[config.mk]
export PLATFORM = sky130hd
export DESIGN_NAME = step_controller_flat
export DESIGN_NICKNAME = d
export VERILOG_FILES = /design/src/rtl/step_controller_pkg.sv /design/src/rtl/step_controller_if.sv /design/src/rtl/step_controller_sync_debounce.sv /design/src/rtl/step_controller.sv /design/src/flat_wrapper.sv
export SDC_FILE = /design/constraint.sdc
export NUM_CORES = 1
export LEC_CHECK = 0
export ABC_AREA = 1
export BUFFER_PORTS_ARGS = -buffer_cell sky130_fd_sc_hd__buf_2
export CAP_MARGIN = 15
export CORE_MARGIN = 8
export CORE_UTILIZATION = 61
export CTS_CLUSTER_SIZE = 16
export DETAILED_ROUTE_END_ITERATION = 6
export GPL_TIMING_DRIVEN = 0
export PLACE_DENSITY = 0.84
export SLEW_MARGIN = 20
export SYNTH_ARGS = -nofsm -noshare
export SYNTH_HDL_FRONTEND = slang
export SYNTH_SLANG_ARGS = --single-unit
[constraint.sdc]
create_clock -name clk_c -period 3 [get_ports clk_c]
set_clock_uncertainty 0.2 [all_clocks]
set_input_delay 0.15 -clock clk_c [delete_from_list [all_inputs] [get_ports clk_c]]
set_output_delay 0.15 -clock clk_c [all_outputs]
set_load 0.1 [all_outputs]
[src/rtl/step_controller_pkg.sv]
// Package for the step controller: FSM state encoding and default debounce depth.
// Imported by the interface, the debouncer and the top.
package step_pkg;

  typedef enum logic [1:0] {
    S_IDLE = 2'b00,
    S_RUN  = 2'b01,
    S_STEP = 2'b10,
    S_HALT = 2'b11
  } step_state_t;

  localparam int DEBOUNCE_CYCLES_DEF = 16;

endpackage

[src/rtl/step_controller_if.sv]
// Interface bundling the step controller's conditioned-control signals.
//   clk_b      raw step push-button (asynchronous, bouncy)
//   debug      raw mode switch: 1 = single-step, 0 = free run (asynchronous)
//   halt       synchronous halt request from the core
//   cpu_en     registered clock enable to the core
//   step_count saturating count of cycles with cpu_en high
//   mode       current FSM state, for display
// Signal contract: there is no valid/ready pair here. cpu_en is a level
// enable, one bit per clk_c cycle; every cycle it is high the core advances
// exactly once and step_count counts that cycle. halt is sampled every cycle
// and needs no acknowledge.
// master: the side that drives the raw inputs (board / bench).
// slave:  the step controller.
interface step_controller_if #(
  parameter int CNT_W = 32
);
  import step_pkg::*;

  logic             clk_b;
  logic             debug;
  logic             halt;
  logic             cpu_en;
  logic [CNT_W-1:0] step_count;
  step_state_t      mode;

  modport master (
    output clk_b, debug, halt,
    input  cpu_en, step_count, mode
  );

  modport slave (
    input  clk_b, debug, halt,
    output cpu_en, step_count, mode
  );
endinterface

[src/rtl/step_controller_sync_debounce.sv]
// 2-FF synchronizer followed by a debouncer.
//   clk_c  system clock
//   reset  asynchronous active-low reset
//   din    raw asynchronous input
//   dout   debounced level; toggles on the edge where the synchronized input
//          has disagreed with dout for DEBOUNCE_CYCLES consecutive cycles
// RESET_VAL sets the level every flop takes in reset. The mode-switch
// instance resets to 1 so the core wakes up in single-step and only starts
// free running once a settled debug=0 has been seen.
module sync_debounce
  import step_pkg::*;
#(
  parameter int   DEBOUNCE_CYCLES = DEBOUNCE_CYCLES_DEF,
  parameter logic RESET_VAL       = 1'b0
) (
  input  logic clk_c,
  input  logic reset,
  input  logic din,
  output logic dout
);
  localparam int CW = $clog2(DEBOUNCE_CYCLES + 1);

  logic          sync_1;
  logic          sync_2;
  logic [CW-1:0] cnt;

  always_ff @(posedge clk_c or negedge reset) begin
    if (!reset) begin
      sync_1 <= RESET_VAL;
      sync_2 <= RESET_VAL;
      dout   <= RESET_VAL;
      cnt    <= '0;
    end else begin
      sync_1 <= din;
      sync_2 <= sync_1;
      if (sync_2 != dout) begin
        // cnt holds the number of earlier disagreeing cycles in this run
        if (cnt == CW'(DEBOUNCE_CYCLES - 1)) begin
          dout <= ~dout;
          cnt  <= '0;
        end else begin
          cnt <= cnt + CW'(1);
        end
      end else begin
        cnt <= '0;
      end
    end
  end
endmodule

[src/rtl/step_controller.sv]
// Execution-control front end: turns the step button and debug switch into
// one registered clock enable (cpu_en) for the core.
//   clk_c  system clock, all flops on its rising edge
//   reset  asynchronous active-low reset
//   bus    step_controller_if.slave: clk_b, debug, halt in;
//          cpu_en, step_count, mode out
// Run mode: cpu_en every cycle. Debug mode: one cpu_en cycle per clean press.
// halt wins over a mode change, which wins over a step press. S_HALT is left
// only through reset.
module step_controller
  import step_pkg::*;
#(
  parameter int DEBOUNCE_CYCLES = DEBOUNCE_CYCLES_DEF,
  parameter int CNT_W           = 32
) (
  input  logic                clk_c,
  input  logic                reset,
  step_controller_if.slave    bus
);
  logic             db_btn;
  logic             db_btn_q;
  logic             db_debug;
  logic             step_pulse;
  step_state_t      state;
  step_state_t      next_state;
  logic             cpu_en;
  logic [CNT_W-1:0] step_count;

  sync_debounce #(.DEBOUNCE_CYCLES(DEBOUNCE_CYCLES), .RESET_VAL(1'b0)) u_btn (
    .clk_c (clk_c),
    .reset (reset),
    .din   (bus.clk_b),
    .dout  (db_btn)
  );

  sync_debounce #(.DEBOUNCE_CYCLES(DEBOUNCE_CYCLES), .RESET_VAL(1'b1)) u_dbg (
    .clk_c (clk_c),
    .reset (reset),
    .din   (bus.debug),
    .dout  (db_debug)
  );

  // Rising debounced edge only; release produces nothing.
  assign step_pulse = db_btn & ~db_btn_q;

  always_comb begin
    next_state = state;
    unique case (state)
      S_IDLE: begin
        if (bus.halt)       next_state = S_HALT;
        else if (!db_debug) next_state = S_RUN;
        else if (step_pulse) next_state = S_STEP;
      end
      S_RUN: begin
        if (bus.halt)       next_state = S_HALT;
        else if (db_debug)  next_state = S_IDLE;
      end
      S_STEP: begin
        // Exactly one cycle; a pulse seen here is dropped.
        if (bus.halt)       next_state = S_HALT;
        else if (!db_debug) next_state = S_RUN;
        else                next_state = S_IDLE;
      end
      S_HALT: next_state = S_HALT;
      default: next_state = S_IDLE;
    endcase
  end

  always_ff @(posedge clk_c or negedge reset) begin
    if (!reset) begin
      state    <= S_IDLE;
      cpu_en   <= 1'b0;
      db_btn_q <= 1'b0;
    end else begin
      state    <= next_state;
      cpu_en   <= (next_state == S_RUN) || (next_state == S_STEP);
      db_btn_q <= db_btn;
    end
  end

  // Saturating: holds at all-ones.
  always_ff @(posedge clk_c or negedge reset) begin
    if (!reset) begin
      step_count <= '0;
    end else if (cpu_en && (step_count != '1)) begin
      step_count <= step_count + CNT_W'(1);
    end
  end

  assign bus.cpu_en     = cpu_en;
  assign bus.step_count = step_count;
  assign bus.mode       = state;
endmodule
[src/flat_wrapper.sv]
// flat-port wrapper written by rule: the top's interface ports become plain ports
module step_controller_flat import step_pkg::*;
#(
  parameter int DEBOUNCE_CYCLES = DEBOUNCE_CYCLES_DEF,
  parameter int CNT_W           = 32
)
  (clk_c, reset, bus_clk_b, bus_debug, bus_halt, bus_cpu_en, bus_step_count, bus_mode);
  step_controller_if #(.CNT_W(CNT_W)) bus_i ();
  input  logic clk_c;
  input  logic reset;
  input wire logic [$bits(bus_i.clk_b)-1:0] bus_clk_b;
  input wire logic [$bits(bus_i.debug)-1:0] bus_debug;
  input wire logic [$bits(bus_i.halt)-1:0] bus_halt;
  output wire logic [$bits(bus_i.cpu_en)-1:0] bus_cpu_en;
  output wire logic [$bits(bus_i.step_count)-1:0] bus_step_count;
  output wire logic [$bits(bus_i.mode)-1:0] bus_mode;
  assign bus_i.clk_b = bus_clk_b;
  assign bus_i.debug = bus_debug;
  assign bus_i.halt = bus_halt;
  assign bus_cpu_en = bus_i.cpu_en;
  assign bus_step_count = bus_i.step_count;
  assign bus_mode = bus_i.mode;
  step_controller #(.DEBOUNCE_CYCLES(DEBOUNCE_CYCLES), .CNT_W(CNT_W)) u_core (.clk_c(clk_c), .reset(reset), .bus(bus_i));
endmodule
Yosys cells after proc, flatten, opt, wreduce, memory -nomap -nowiden:

Cells that the tools add are included.

* flip-flop bits (word level): 52
* word-level logic and storage cells: 46
* output and inout bits: 35

* $add $sub $neg: 3
* equality and inequality tests: 10
* reductions and logical operators: 5
* multiplexer cells: 12
* bitwise operators: 4

Operator list (count)
* adder 32 x 1 -> 32 bit, second input constant: 1
* inequality test 32 bit, second input constant: 1
* 2-to-1 mux 5 bit: 4
* 2-to-1 mux 2 bit: 6
* adder 5 x 1 -> 5 bit, second input constant: 2
* equality test 5 x 4 -> 1 bit, second input constant: 2
* case mux 2 bit (4 select lines): 1
* equality test 2 bit, second input constant: 3
* equality test 2 x 1 -> 1 bit, second input constant: 2
* AND reduction 2 bit: 2
* inverter 1 bit: 3
* logical NOT 2 bit: 1
* inequality test 1 bit: 2
* bitwise AND 1 bit: 1
* logical AND 1 bit: 1
* logical OR 1 bit: 1
* 2-to-1 mux 1 bit: 1

Logic depth before layout (Yosys ltp):

* depth in word-level cells: 8
* gate-level depth with buffers: 10
* depth with buffers taken out: 10

Hierarchy:

From an unflattened synthesis, not the netlist that was laid out.

* cell total of the unflattened synthesis: 428
* area, all modules: 3036.7 um2

Modules (own cells, without submodules)
* step_controller: area each 2387.3 um2, sequential area each 900.9 um2, times used 1, cells an instance 358
* sync_debounce (u_core.u_dbg): area each 326.6 um2, sequential area each 203.9 um2, times used 1, cells an instance 35
* sync_debounce (u_core.u_btn): area each 322.8 um2, sequential area each 200.2 um2, times used 1, cells an instance 35

Worst setup path before layout:

Ideal clock, no wire load.

* kind: register to register
* from: register u_core.step_count[0], in the netlist u_core.bus.step_count[0]
* to: register u_core.step_count[0], in the netlist u_core.bus.step_count[0]
* required time: 2677 ps
* cell stages (with the launch flop): 10
* clock period less this slack: 2485 ps
* arrival time: 2162 ps
* setup slack: 515 ps
* cell sequence: dfrtp_1 > ha_1 > inv_1 > nor2_4 > nand2_2 > nor2_4 > a21oi_4 > buf_6 > nand2_1 > nand2_1

* longest elaborated chain between the ends: 2
* elaborated cells on any way between the ends: 3
* classes of those cells: 1 x add/sub; 1 x eq/ne; 1 x reduce/logical

RTL lines
* start, declared: line step_controller.sv:27 `logic [CNT_W-1:0] step_count;`
* start signal, assigned: line step_controller.sv:86 `step_count <= step_count + CNT_W'(1);`
* branches (longest 2 deep; another with adder 32 x 1 -> 32 bit)

Parallel ways; which one is timed is not known.
A chain may end at the register's enable or synchronous reset.

Final worst setup path:

* from: register u_core.step_count[0], in the netlist u_core.bus.step_count[0]
* to: register u_core.step_count[20], in the netlist u_core.bus.step_count[20]

The elaborated chain is that of the path after synthesis.

==> out/metrics.cfg <==
[outcome]
outcome=completed

[floorplan]
dieArea_sq_mm=0.00741
fp.dieH_microns=86.1
rows=25
initial_core_util_pct=63.5
dieWidth_microns=86.1
coreArea_sq_mm=0.00472
ios=40

[global_route]
grt_pass1_vias=2643
grt_overflow=0
grt_pass1_wl_microns=11800
track_usage_pct=19.9
grt_start_max_net_pins=34
antenna_found_initial=0

[routing]
drtAntennaViolNets=0
num_vias=2734
vias_per_cell=5.10
drt_iter0_markers=137
drc=0
firstDrtPassIters=4
wl_per_cell_microns=12.7
wl_microns=6830

[worst_setup_path]
required_ns=3.00
crit_arrival_ns=2.05
path_max_fanout=10
critPathLaunchType=flop
critPathKind=reg -> reg
end_kind=flop

[timing]
period_share_pct=68.2
fmax_mhz=489
final_max_slew_viol_count=0
rsz0062_at_grt=no
relSlewSlack_pct=67.1
setup_viol=0
hold_violations=0
period_minus_slack_ns=2.05
worst_pin_slew_ns=0.497
tns_ns=0

[power]
pwr-share-seq_pct=61.9
powerDensity_mw_per_mm2=339
pwr-share-comb_pct=3.7
intPower_uw=892
irDropWorstVdd_uv=296
switchingPower_uw=268
p_sw_share_pct=23.1
p_clk_share_pct=34.3
p_leak_uw=0.00165

[yosys]
synth_cells=417
yosysWarnings=0
ys_ff_latch=52
yosysSeqAreaShare_pct=43.5
synth_cell_types=25
avgSynthCellArea_sq_um=7.19
syn_area_sq_mm=0.00300
syn_nets=425

[clock_tree]
root_buffer=clkbuf_8
clockBufferDepth=2
cts_tree=built
post_cts_resized=0
htreeDepth=2
clk_pin_slew_ns=0.10
clk_latency_ns=0.31
cts.sinks=52
numCtsBuffers=5

[placed_design]
portBuffers=39
gp_congestion=0.914
dp.cells=524
dpl-instance-area_sq_mm=0.00330
dp_hpwl_microns=5340

[layout]
fillers=393
final_area_sq_mm=0.00343
final_common_cell=nand2_1
n_antenna_cell=0
final_cell_mix=nand2_1, nor2_1, dfrtp_1
drive_gt1_share_pct=15.4
nNetsFinal=476
area_growth_pct=14.3
final_cells=536

[run]
drv_cap=0

[min_path]
hold_path_class=in -> async

## layer usage
layer	GRT usage, %	up-vias	wire length, microns
li1	-	1389	-
met1	23.6	1270	2930
met2	33.7	60	3380
met3	4.97	15	378
met4	7.32	0	140
met5	0	-	0
## cell type report
type	instances	area, sq um	share of cell area [%]
multi-input combinational	331	1540	44.8
sequential	52	1310	38.1
timing repair buffer	44	255	7.45
inverter	30	113	3.29
tap	67	83.8	2.45
clock buffer	6	72.6	2.12
buffer	4	45.0	1.31
clock inverter	2	16.3	0.475
## what timing repair did
action,CTS,global route
buffers inserted,0,0
hold buffers,4,0
hold endpoints to repair,54,0
endpoints found under the setup margin,0,0
## through the flow
| stage | setup slack (ns) | power, uW | hold WS (ns) | util (%) |
|---|---|---|---|---|
| finish | 0.954 | 1160 | 0.110 | 72.5 |
| floorplan | 0.515 | 748 | -0.346 | - |
| global route | 0.824 | 1200 | 0.167 | 72.5 |
| global placement | 1.03 | 768 | 0.0555 | 69.4 |
| detailed placement | 0.985 | 773 | -0.0723 | 69.8 |
| CTS | 0.965 | 1180 | 0.124 | 72.5 |
## kinds of logic after synthesis
| logic type | share of synthesized area (%) |
|---|---|
| and+or+nand+nor | 42.4 |
| DFF | 43.5 |
| buffers and inverters | 5.26 |
| xor gates and xnor gates | 4.67 |
| AOI/OAI and AO/OA | 2.13 |
| adders and majority gates | 1.25 |
| muxes | 0.751 |
## cells in the mapped netlist, drive strengths merged
master | instances | share of area [%]
dfrtp | 49 | 41
and3 | 2 | 0.42
nand3b | 6 | 1.5
xnor2 | 8 | 2.3
dfstp | 3 | 2.6
nand4 | 5 | 1.0
nor3 | 3 | 0.50
nand2 | 199 | 25
xor2 | 8 | 2.3
buf | 4 | 1.5
mux2 | 2 | 0.75
a21oi | 4 | 1.0
ha | 3 | 1.3
o21ai | 5 | 0.83
inv | 30 | 3.8
nand3 | 17 | 3.4
nor2 | 68 | 10
a21boi | 1 | 0.25
## power groups by stage
stage	combinational, uW	sequential [uW]	clock (uW)
finish	43.2	719	398
global route	50.6	720	433
CTS	44.8	719	413
detailed placement	40.9	733	0
global placement	36.2	732	0
floorplan	12.5	736	0
## critical path, cell delays in order (launching register included)
cell and delay (ns):
dfrtp_1 0.50, ha_1 0.28, inv_1 0.10, nor2_4 0.19, nand2_2 0.12, nor2_4 0.16
a21oi_4 0.11, buf_6 0.17, nand2_1 0.07, nand2_1 0.05
## path summary, 6_finish.rpt
check,from,endpoint,slack (ns),depth (start not counted)
max in group asynchronous,reset,u_core.u_dbg.sync_1$_DFF_PN1_,1.89,3
setup / recovery,u_core.bus.step_count[0]$_DFFE_PN0P_,u_core.bus.step_count[20]$_DFFE_PN0P_,0.95,9
setup reg to reg,u_core.bus.step_count[0]$_DFFE_PN0P_,u_core.bus.step_count[20]$_DFFE_PN0P_,0.95,9
min in group clk_c,u_core.u_dbg.sync_1$_DFF_PN1_,u_core.u_dbg.sync_2$_DFF_PN1_,0.16,0
hold reg to reg,u_core.u_dbg.sync_1$_DFF_PN1_,u_core.u_dbg.sync_2$_DFF_PN1_,0.16,0
hold / removal,reset,u_core.bus.step_count[6]$_DFFE_PN0P_,0.11,2
## flip-flops by register name, indices dropped and copies added (netlist names)
| register | flops |
|---|---|
| u_core.bus.cpu_en | 1 |
| u_core.u_btn.sync_1 | 1 |
| u_core.u_dbg.dout | 1 |
| u_core.db_btn_q | 1 |
| u_core.u_btn.cnt | 5 |
| u_core.u_dbg.cnt | 5 |
| u_core.bus.mode | 2 |
| u_core.u_dbg.sync_1 | 1 |
| u_core.bus.step_count | 32 |
| u_core.u_btn.dout | 1 |
| u_core.u_dbg.sync_2 | 1 |
| u_core.u_btn.sync_2 | 1 |
No activity file was read; power rests on OpenSTA's default activity.
